## src/rtl/mon_pkg.sv

```systemverilog
// Shared encodings for the data-RAM port arbiter.
// Latency: n/a. Backpressure: n/a.
package mon_pkg;

   typedef enum logic [1:0] {
      S_CPU  = 2'd0,
      S_HAND = 2'd1,
      S_MON  = 2'd2,
      S_SLOT = 2'd3
   } arb_state_t;

   localparam logic TAG_CPU = 1'b0;
   localparam logic TAG_MON = 1'b1;

endpackage

```

## src/rtl/arb_stat_cntr.sv

```systemverilog
// Saturating event counter with synchronous clear (clear wins over increment).
// Latency: count visible one cycle after the event. Backpressure: none.
module arb_stat_cntr #(
   parameter int W = 32
) (
   input  logic         clk,
   input  logic         rst_n,
   input  logic         clr,
   input  logic         inc,
   output logic [W-1:0] cnt
);

   always_ff @(posedge clk or negedge rst_n) begin
      if (!rst_n) begin
         cnt <= '0;
      end else if (clr) begin
         cnt <= '0;
      end else if (inc && (cnt != '1)) begin
         cnt <= cnt + W'(1);
      end
   end

endmodule

```

## src/rtl/dram_port_arbiter.sv

```systemverilog
// Shares the data-RAM port between the CPU LSU and the UART monitor (fixed priority, turnaround bubble, forced CPU slots).
// Latency: grant is combinational; read data returns one cycle after the access. Backpressure: gnt low stalls the requester. Stall counter under ARB_STAT_EN.
module dram_port_arbiter
   import mon_pkg::*;
#(
   parameter int         DWIDTH       = 14,
   parameter logic [7:0] MAX_MON_HOLD = 8'd64
) (
   input  logic              clk,
   input  logic              rst_n,
   input  logic              cpu_req,
   input  logic              cpu_we,
   input  logic [DWIDTH-1:0] cpu_adr,
   input  logic [31:0]       cpu_wdata,
   output logic              cpu_gnt,
   output logic              cpu_stall,
   output logic              cpu_rvalid,
   output logic [31:0]       cpu_rdata,
   input  logic              mon_req,
   input  logic              mon_we,
   input  logic [DWIDTH-1:0] mon_adr,
   input  logic [31:0]       mon_wdata,
   output logic              mon_gnt,
   output logic              mon_rvalid,
   output logic [31:0]       mon_rdata,
   output logic [DWIDTH-1:0] ram_radr,
   output logic              ram_ren,
   output logic [DWIDTH-1:0] ram_wadr,
   output logic [31:0]       ram_wdata,
   output logic              ram_wen,
   input  logic [31:0]       ram_rdata,
   output logic [31:0]       stall_cnt,
   input  logic              stat_clr
);

   localparam logic       FAIR_EN  = (MAX_MON_HOLD != 8'd0);
   localparam logic [7:0] HOLD_LIM = MAX_MON_HOLD - 8'd1;

   arb_state_t  state, state_nxt;
   logic [7:0]  hold_cnt, hold_nxt;
   logic        rd_pend, rd_tag;

   assign cpu_gnt   = cpu_req & ((state == S_CPU) | (state == S_SLOT));
   assign mon_gnt   = mon_req & (state == S_MON);
   assign cpu_stall = cpu_req & ~cpu_gnt;

   always_comb begin
      state_nxt = state;
      case (state)
         S_CPU:   if (mon_req) state_nxt = S_HAND;
         S_HAND:  state_nxt = S_MON;
         S_MON: begin
            if (!mon_req)
               state_nxt = S_CPU;
            else if (FAIR_EN && cpu_req && (hold_cnt == HOLD_LIM))
               state_nxt = S_SLOT;
         end
         S_SLOT:  state_nxt = mon_req ? S_MON : S_CPU;
         default: state_nxt = S_CPU;
      endcase
   end

   // Saturating at HOLD_LIM keeps the counter from wrapping when forced slots are disabled.
   always_comb begin
      hold_nxt = hold_cnt;
      if (!cpu_req || (state_nxt == S_SLOT) || (state_nxt == S_CPU))
         hold_nxt = 8'd0;
      else if ((state == S_MON) && (hold_cnt != HOLD_LIM))
         hold_nxt = hold_cnt + 8'd1;
   end

   assign ram_radr  = mon_gnt ? mon_adr   : cpu_adr;
   assign ram_wadr  = mon_gnt ? mon_adr   : cpu_adr;
   assign ram_wdata = mon_gnt ? mon_wdata : cpu_wdata;
   assign ram_ren   = (cpu_gnt & ~cpu_we) | (mon_gnt & ~mon_we);
   assign ram_wen   = (cpu_gnt &  cpu_we) | (mon_gnt &  mon_we);

   always_ff @(posedge clk or negedge rst_n) begin
      if (!rst_n) begin
         state    <= S_CPU;
         hold_cnt <= 8'd0;
         rd_pend  <= 1'b0;
         rd_tag   <= TAG_CPU;
      end else begin
         state    <= state_nxt;
         hold_cnt <= hold_nxt;
         rd_pend  <= ram_ren;
         if (ram_ren)
            rd_tag <= mon_gnt ? TAG_MON : TAG_CPU;
      end
   end

   // Data goes to both sides; only the tagged side sees rvalid.
   assign cpu_rvalid = rd_pend & (rd_tag == TAG_CPU);
   assign mon_rvalid = rd_pend & (rd_tag == TAG_MON);
   assign cpu_rdata  = ram_rdata;
   assign mon_rdata  = ram_rdata;

`ifdef ARB_STAT_EN
   arb_stat_cntr #(.W(32)) u_stat (
      .clk   (clk),
      .rst_n (rst_n),
      .clr   (stat_clr),
      .inc   (cpu_stall),
      .cnt   (stall_cnt)
   );
`else
   logic unused_stat_clr;
   assign unused_stat_clr = stat_clr;
   assign stall_cnt       = 32'd0;
`endif

endmodule

```

## config.mk

```make
export PLATFORM = sky130hd
export DESIGN_NAME = dram_port_arbiter
export DESIGN_NICKNAME = d
export VERILOG_FILES = /design/src/rtl/mon_pkg.sv /design/src/rtl/arb_stat_cntr.sv /design/src/rtl/dram_port_arbiter.sv
export SDC_FILE = /design/constraint.sdc
export NUM_CORES = 1
export LEC_CHECK = 0
export BUFFER_PORTS_ARGS = -buffer_cell sky130_fd_sc_hd__buf_2
export CAP_MARGIN = 20
export CORE_AREA = 10 10 105 107
export CTS_BUF_LIST = sky130_fd_sc_hd__clkbuf_2 sky130_fd_sc_hd__clkbuf_4 sky130_fd_sc_hd__clkbuf_8
export DETAILED_ROUTE_END_ITERATION = 12
export DIE_AREA = 0 0 115 117
export PLACE_DENSITY = 0.66
export SYNTH_ARGS = -nofsm -noshare
export SYNTH_HDL_FRONTEND = slang
export SYNTH_HIERARCHICAL = 1
export SYNTH_SLANG_ARGS = --single-unit
```

## constraint.sdc

```tcl
create_clock -name clk -period 3.3 [get_ports clk]
set_input_delay 0.66 -clock clk [delete_from_list [all_inputs] [get_ports clk]]
set_output_delay 0.66 -clock clk [all_outputs]
set_load 0.02 [all_outputs]
```

==> run summary, run 1 <==
The remaining global-route overflow is 0. The buffer levels on the longest clock path came out at 2. The number of buffers added for setup after CTS is 0. The fraction of layout cells with a size suffix above 1 is 70.8%. The cts-stage hold buffer count came out at 0. The number of failing setup endpoints in the final timing report came out at 0. The final-report hold violation count came to 0. The number of enable flip-flop cells after synthesis came out at 0.

The y dimension of the die is 117 microns. For this design the top-level I/O count stands at 294. Across every metal layer, demand over resource in global routing totals 11.1%. The TritonCTS clock tree is done. The die area is 0.0135 sq mm.

The library cells used most frequently in the layout, excluding fill and tap cells, are sky130_fd_sc_hd__buf_2, sky130_fd_sc_hd__mux2_2, sky130_fd_sc_hd__conb_1. The clock period minus final worst setup slack is 2900 ps. The startpoint identified for the worst register-to-register timing path is state[0]$_DFF_PN0_.

The initial antenna violation count came out at 0. For this run, the leading register cell type out of synthesis is sky130_fd_sc_hd__dfrtp_1. The kind of start point of the critical path is a flip-flop.

Cell internal power was estimated by the tool at 0.610 mW. The count of nets left with antenna violations once routing finished came out at 0. Clock latency on the worst-skew pair, taken at its later pin, is 240 ps. The number of vias in the routed layout came out at 1,808. After synthesis, the cell types taking the most area are sky130_fd_sc_hd__buf_4, sky130_fd_sc_hd__mux2_2, sky130_fd_sc_hd__dfrtp_1, sky130_fd_sc_hd__ha_1, sky130_fd_sc_hd__a21oi_1. The area share of the leading cell type in the synthesized netlist is 38.9%. In this run the worst setup path terminates at ram_wdata[19]. In this run the critical register-to-register path is captured at hold_cnt[7]$_DFFE_PN0P_. The clock network power share is 10.5%.

The clock drives 12 sinks. The sequential fraction of design power is 15.8%. The proportion of synthesized chip area in sequential cells is 13.8%.

The flip-flop and latch count after synthesis came out at 12. CTS built an H-tree with a depth of 1. After detailed routing, the average wire length per cell comes to 20.1 microns. The die is 115 microns wide. The layout has 961 filler cells.

The detail-routed via count per cell came out at 4.18. The power density normalized to cell area is 515 mW/mm^2. The per-instance average area after synthesis is 9.19 sq um. The count of cells resized by post-cts repair is 0. 0 antenna diodes ended up in the layout. The starting density of the core came out at 24.1%. The total leakage power came out at 1.30 nW. The total of max-cap violations is 0. For this block, the routed nets add up to 8.72 mm of wire. The root buffer cell is sky130_fd_sc_hd__clkbuf_8. The area fraction in compound gates after synthesis is 8.96%. The fraction of registers with async set or reset after synthesis is 100%. The largest individual stage delay along the critical path comes from the cell sky130_fd_sc_hd__dfrtp_1. Tracing the worst setup path back leads to its startpoint at state[0]$_DFF_PN0_.

In the final design database the tool counted 458 nets. The cell depth of the worst flop-to-flop path came out at 8. The number of distinct library cells after synthesis is 41.

The critical path in this run is classified as reg -> out. The multiplexer fraction of the synthesized cell area is 24.7%. Across the routed clock network, the largest skew measured is 4.88 ps. The aggregate negative setup slack came out at 0 ps. The HPWL after detailed placement is 8.01 mm. The adder and majority cell fraction of the synthesized area came out at 1.72%. The via count of the first global-routing pass came out at 1,884. Traced cell by cell, the critical path runs through inv_1 > ha_1 > nand2_1 > inv_2 > buf_12 > mux2_2 > buf_2. The number of pins exceeding their max-slew limit in the final report came out at 0. Setup repair after global routing left no endpoint under its margin. The worst setup path is captured at an output port.

The synthesized netlist cell count is 237. The largest total area in the synthesized netlist belongs to sky130_fd_sc_hd__buf_4. The count of buffers from port buffering is 164. The largest net degree at the start of global routing is 43. The first global-routing pass estimated 11.7 mm of wire.

Across the VDD grid, the largest voltage drop is 0.173 mV. STA puts the critical path data arrival time at 2240 ps. The run finished with clean final reports. The area growth from synthesis to layout is 13.2%. The reg2reg setup slack is 1120 ps.

The count of TritonRoute iterations in the first routing pass came out at 4. The peak clock frequency supported by timing is 0.345 GHz. The number of warnings printed during yosys synthesis came out at 6. The residual DRC count is 0. The clock slew seen by the registers of the worst setup and hold paths came out at 60 ps. The xor-xnor portion of the synthesized cell area is 0.804%. The total power after layout came out at 1.27 mW. Of the total synthesized cell area, the portion taken by AND, OR, NAND and NOR gates is 9.42%. The placer congestion estimate is 0.734. The ratio of final minimum period to clock period came out at 88.0%. The number of DRC markers in iteration 0 came out at 88. The number of buffers created by CTS is 3. The required time at the worst-slack endpoint is 2640 ps.

The min-delay analysis places its worst path in the category in -> async. Combinational cells account for 73.7% of the total power. The number of standard-cell rows in the floorplan is 35. In this run switching power makes up 52.0% of total power.

The total core area came out at 0.00902 sq mm. The leading cell type in the layout, fill and taps excluded is sky130_fd_sc_hd__buf_2. By area, the combinational part of the netlist is dominated by buffers and inverters. The maximum cell stage delay along the critical path came out at 440 ps. The post-synth design cell area came out at 0.00218 sq mm. The maximum fanout along the worst path came out at 42. The net switching power is 0.660 mW.
-- power groups by stage --
stage               sequential (mW)  clock, mW  combinational [mW]
floorplan                     0.194          0               0.810
global placement              0.203          0               0.936
detailed placement            0.204          0               0.946
CTS                           0.202      0.134               0.950
global route                  0.206      0.141                1.01
finish                        0.201      0.133               0.935
-- worst min path at each step --
stage	startpoint	slack (ps)	end	cells after the start
floorplan	rst_n	360	hold_cnt[0]$_DFFE_PN0P_	0
global placement	rd_tag$_DFFE_PN0P_	540	rd_tag$_DFFE_PN0P_	1
detailed placement	rd_tag$_DFFE_PN0P_	540	rd_tag$_DFFE_PN0P_	1
CTS	rst_n	310	hold_cnt[6]$_DFFE_PN0P_	1
global route	rst_n	320	hold_cnt[1]$_DFFE_PN0P_	1
finish	rst_n	300	hold_cnt[6]$_DFFE_PN0P_	1
-- critical path: cells and delay by family (launching register included) --
kind,cells,cell delay (ps)
buffers and inverters,4,660
DFF,1,440
muxes,1,380
adders and majority gates,1,350
and+or+nand+nor,1,160
-- cell type report --
| cell class | count | area [sq um] | area share (%) |
|---|---|---|---|
| Clock buffer | 3 | 41.3 | 1.68 |
| Inverter | 6 | 22.5 | 0.914 |
| Multi-Input combinational cell | 135 | 1110 | 45.2 |
| Sequential cell | 12 | 300 | 12.2 |
| Tap cell | 111 | 139 | 5.63 |
| Timing Repair Buffer | 166 | 848 | 34.4 |
-- routing by layer --
metal / track usage [%] / share of wire, % / vias up
li1: - / - / 845
met1: 12.7 / 36 / 805
met2: 16.7 / 46 / 138
met3: 7.34 / 15 / 20
met4: 3.14 / 2.2 / 0
met5: 0 / 0 / -
-- cells by family after synthesis --
logic type | Yosys count
adders and majority gates | 3
AOI/OAI and AO/OA | 22
other | 1
muxes | 48
xor gates and xnor gates | 2
and+or+nand+nor | 28
buffers and inverters | 121
DFF | 12
-- registers in the layout (all words and copies together) (netlist names) --
| signal | cells |
|---|---|
| hold_cnt | 8 |
| rd_pend | 1 |
| rd_tag | 1 |
| state | 2 |
-- Yosys cell counts (2+ instances only) --
cell type                   n
sky130_fd_sc_hd__ha_1       3
sky130_fd_sc_hd__xor2_1     2
sky130_fd_sc_hd__mux2i_1    2
sky130_fd_sc_hd__o21ai_0    3
sky130_fd_sc_hd__nand3_1    3
sky130_fd_sc_hd__and2_1     2
sky130_fd_sc_hd__nor2_1     2
sky130_fd_sc_hd__dfrtp_1   12
sky130_fd_sc_hd__inv_2      3
sky130_fd_sc_hd__mux2_2    46
sky130_fd_sc_hd__inv_1      3
sky130_fd_sc_hd__nor3_1     5
sky130_fd_sc_hd__nor2b_1    2
sky130_fd_sc_hd__buf_4    113
sky130_fd_sc_hd__a21oi_1    7
sky130_fd_sc_hd__nand2_1    3
sky130_fd_sc_hd__buf_2      2
-- through the flow --
| step | cell area, sq um | std cells | worst slack (ps) | util [%] | hold WS [ps] |
|---|---|---|---|---|---|
| after global routing | 2460 | 433 | 255 | 27.3 | 323 |
| after CTS | 2460 | 433 | 408 | 27.3 | 313 |
| final | 2460 | 433 | 397 | 27.3 | 296 |
| after detailed placement | 2420 | 430 | 669 | 26.9 | 536 |
| after floorplan | 2290 | 268 | 844 | - | 364 |
| after global placement | 2420 | 430 | 712 | 26.9 | 537 |
No activity file was read; power rests on OpenSTA's default activity.
==> run 2: changes to the inputs <==
- clock period: 3.3 -> 2.95 ns (I/O delays scaled with it)
==> run 2 against run 1 <==
Compared with the run above: total power increased by 14%; clock power increased by 14%; die area unchanged.
==> run summary, run 2 (synthesis gave the netlist of run 1 again) <==
The total leakage power is 1.30 nW. The storage element area came out at 300 sq um. After detailed routing, the average wire length per cell comes to 20.2 microns. STA classifies the critical path endpoint as an output port. The residual DRC count is 0. The number of pins exceeding their max-slew limit in the final report is 0. For the worst-skew pair, the clock arrives at the later sink with an insertion delay of 250 ps. The net switching share of the total power is 52.3%.

The cell depth of the worst flop-to-flop path came out at 8. The aggregate negative setup slack came out at 0 ps. The clock net in this run drives a total of 12 sinks. The total power after layout is 1.45 mW. The worst ir drop on vdd is 0.219 mV. In the layout the commonest cells are sky130_fd_sc_hd__buf_2, sky130_fd_sc_hd__mux2_2, sky130_fd_sc_hd__conb_1. Static timing analysis puts the maximum clock frequency at 0.356 GHz. The placer congestion estimate came out at 0.778. The post-route netlist has 71.1% of its cells at a drive strength greater than 1.

In this run the standard cell core region covers 0.00902 sq mm. The largest registers in the layout are hold_cnt x8, state x2. The largest net degree at the start of global routing came out at 34. The internal portion of total power came out at 0.691 mW.

The total of max-cap violations is 0. The die area came out at 0.0135 sq mm. The setup skew after layout is 6.45 ps.

Wires add up to 8.76 mm. The hold slack is 226 ps. Relative to the synthesized area, the layout overhead comes to 13.8%.

The net switching power is 0.757 mW. The number of vias in the routed layout came out at 1,827. The number of buffer and inverter instances along the worst setup path came out at 4.

The kind of cell with the highest combined delay along the critical path is buffers and inverters. The cts-stage hold buffer count came out at 0. The pre-antenna-repair detailed-routing pass consisted of 4 iterations.

The reg2reg setup slack is 730 ps. The maximum cell stage delay along the critical path came out at 440 ps. The instance count after placement with tap cells included is 430. The number of DRC markers in iteration 0 is 72. The number of standard-cell rows in the floorplan came out at 35.

In this run, CTS created clock tree buffers numbering 3. The area of combinational cells with multiple inputs came out at 0.00113 sq mm. The power density normalized to cell area came out at 584 mW/mm^2. The worst setup path is launched from a flip-flop.

Clock-pin slew was measured on the worst setup and hold paths at 50 ps. The via count of the first global-routing pass came out at 1,951. The starting density of the core is 24.1%.

The root buffer cell is sky130_fd_sc_hd__clkbuf_8. The critical path goes through inv_1 > ha_4 > nand2_1 > inv_4 > buf_12 > mux2_2 > buf_2. The worst register-to-register path begins at state[0]$_DFF_PN0_. The overall fraction of global-route tracks in use is 11.0%. TritonCTS built the clock tree.

The count of filler cells inserted in the layout came out at 948. The wire length of the first global-routing pass is 11.6 mm. The count of nets left with antenna violations once routing finished came out at 0. The arrival time of the worst setup path came out at 2220 ps.

In this run the worst hold path is classified as in -> async. The flip-flop count of the largest register, all copies and words added is 8. The number of buffers added for setup after CTS came out at 0. The initial antenna violation count is 0.

For this run, the number of standard cells in the final layout without fillers is 433. The number of levels the H-tree was split into came out at 1. The critical path is of the reg -> out type. The number of I/O pins is 294. No sink is reached through more buffers than the 2 on the longest clock path.

The remaining global-route overflow is 0. The share of total power in combinational logic came out at 73.7%. The post-layout net count came out at 458.

The ratio of final minimum period to clock period came out at 95.3%. The maximum fanout along the worst path is 33. The count of buffers from port buffering is 164. Subtracting the final worst setup slack from the clock period gives 2810 ps. The leading cell type in the layout, fill and taps excluded is sky130_fd_sc_hd__buf_2.

From bottom edge to top edge, the die measures 117 microns. The run finished with clean final reports. Setup repair after global routing left no endpoint under its margin. The sequential fraction of design power is 15.9%. The number of failing setup endpoints in the final timing report is 0.

For the worst setup path, the data required time is 2360 ps. The worst-path cell with the longest stage delay is sky130_fd_sc_hd__dfrtp_1. The final-report hold violation count came out at 0. The horizontal die dimension came out at 115 microns.

The worst flop-to-flop path endpoint is hold_cnt[7]$_DFFE_PN0P_. The largest register by flop count is hold_cnt. The detail-routed via count per cell is 4.22. The wire-length estimate of the detail-placed layout is 7.96 mm. The clock network power share is 10.4%.

For this run, the share of the core covered by cells in the final layout is 27.5%. The number of diodes added for antenna fixing came out at 0.
[run 2: worst max-delay path by stage]
stage | from | end | cells after the start | slack (ps)
finish | state[0]$_DFF_PN0_ | ram_wdata[14] | 7 | 140
global route | state[0]$_DFF_PN0_ | ram_wdata[19] | 7 | 10
CTS | state[0]$_DFF_PN0_ | ram_wdata[19] | 7 | 50
detailed placement | state[0]$_DFF_PN0_ | ram_wdata[19] | 7 | 240
global placement | state[0]$_DFF_PN0_ | ram_wdata[19] | 7 | 300
floorplan | state[0]$_DFF_PN0_ | ram_wadr[10] | 7 | 560
[run 2: through the flow]
step	instance area, sq um	setup WS [ps]
final	2480	140
after global placement	2420	296
after floorplan	2290	564
after global routing	2480	9.80
after detailed placement	2420	237
after CTS	2470	49.7
[run 2: repair_timing]
| action | in CTS | in global routing |
|---|---|---|
| pin swaps | 0 | 0 |
| setup endpoints to repair | 14 | 43 |
| gates resized for setup | 1 | 3 |
| cloned | 0 | 0 |
[run 2: area by class of cell]
type                            count  share of cell area [%]
Timing Repair Buffer              166                    34.2
Clock buffer                        3                    1.66
Sequential cell                    12                    12.1
Multi-Input combinational cell    135                    45.4
Inverter                            6                    1.01
Tap cell                          111                    5.60
[run 2: layer usage]
layer	GRT usage [%]	vias up	wire length [microns]
li1	-	842	-
met1	11.2	816	2840
met2	16.1	142	4000
met3	9.28	27	1660
met4	4.54	0	264
met5	0	-	0
[run 2: worst register-to-register path, cell delays in order (launching register included)]
cell and delay (ps):
sky130_fd_sc_hd__dfrtp_1 440, sky130_fd_sc_hd__inv_1 210, sky130_fd_sc_hd__ha_4 220, sky130_fd_sc_hd__nand2_1 130, sky130_fd_sc_hd__inv_4 180, sky130_fd_sc_hd__buf_4 210, sky130_fd_sc_hd__nand4_2 150, sky130_fd_sc_hd__a32oi_4 430
sky130_fd_sc_hd__nor3_1 110
[run 2: power groups by stage]
| stage | clock network (mW) | logic, mW | registers, mW |
|---|---|---|---|
| detailed placement | 0 | 1.06 | 0.230 |
| floorplan | 0 | 0.906 | 0.217 |
| global placement | 0 | 1.05 | 0.227 |
| CTS | 0.151 | 1.07 | 0.227 |
| finish | 0.151 | 1.07 | 0.230 |
| global route | 0.161 | 1.15 | 0.236 |
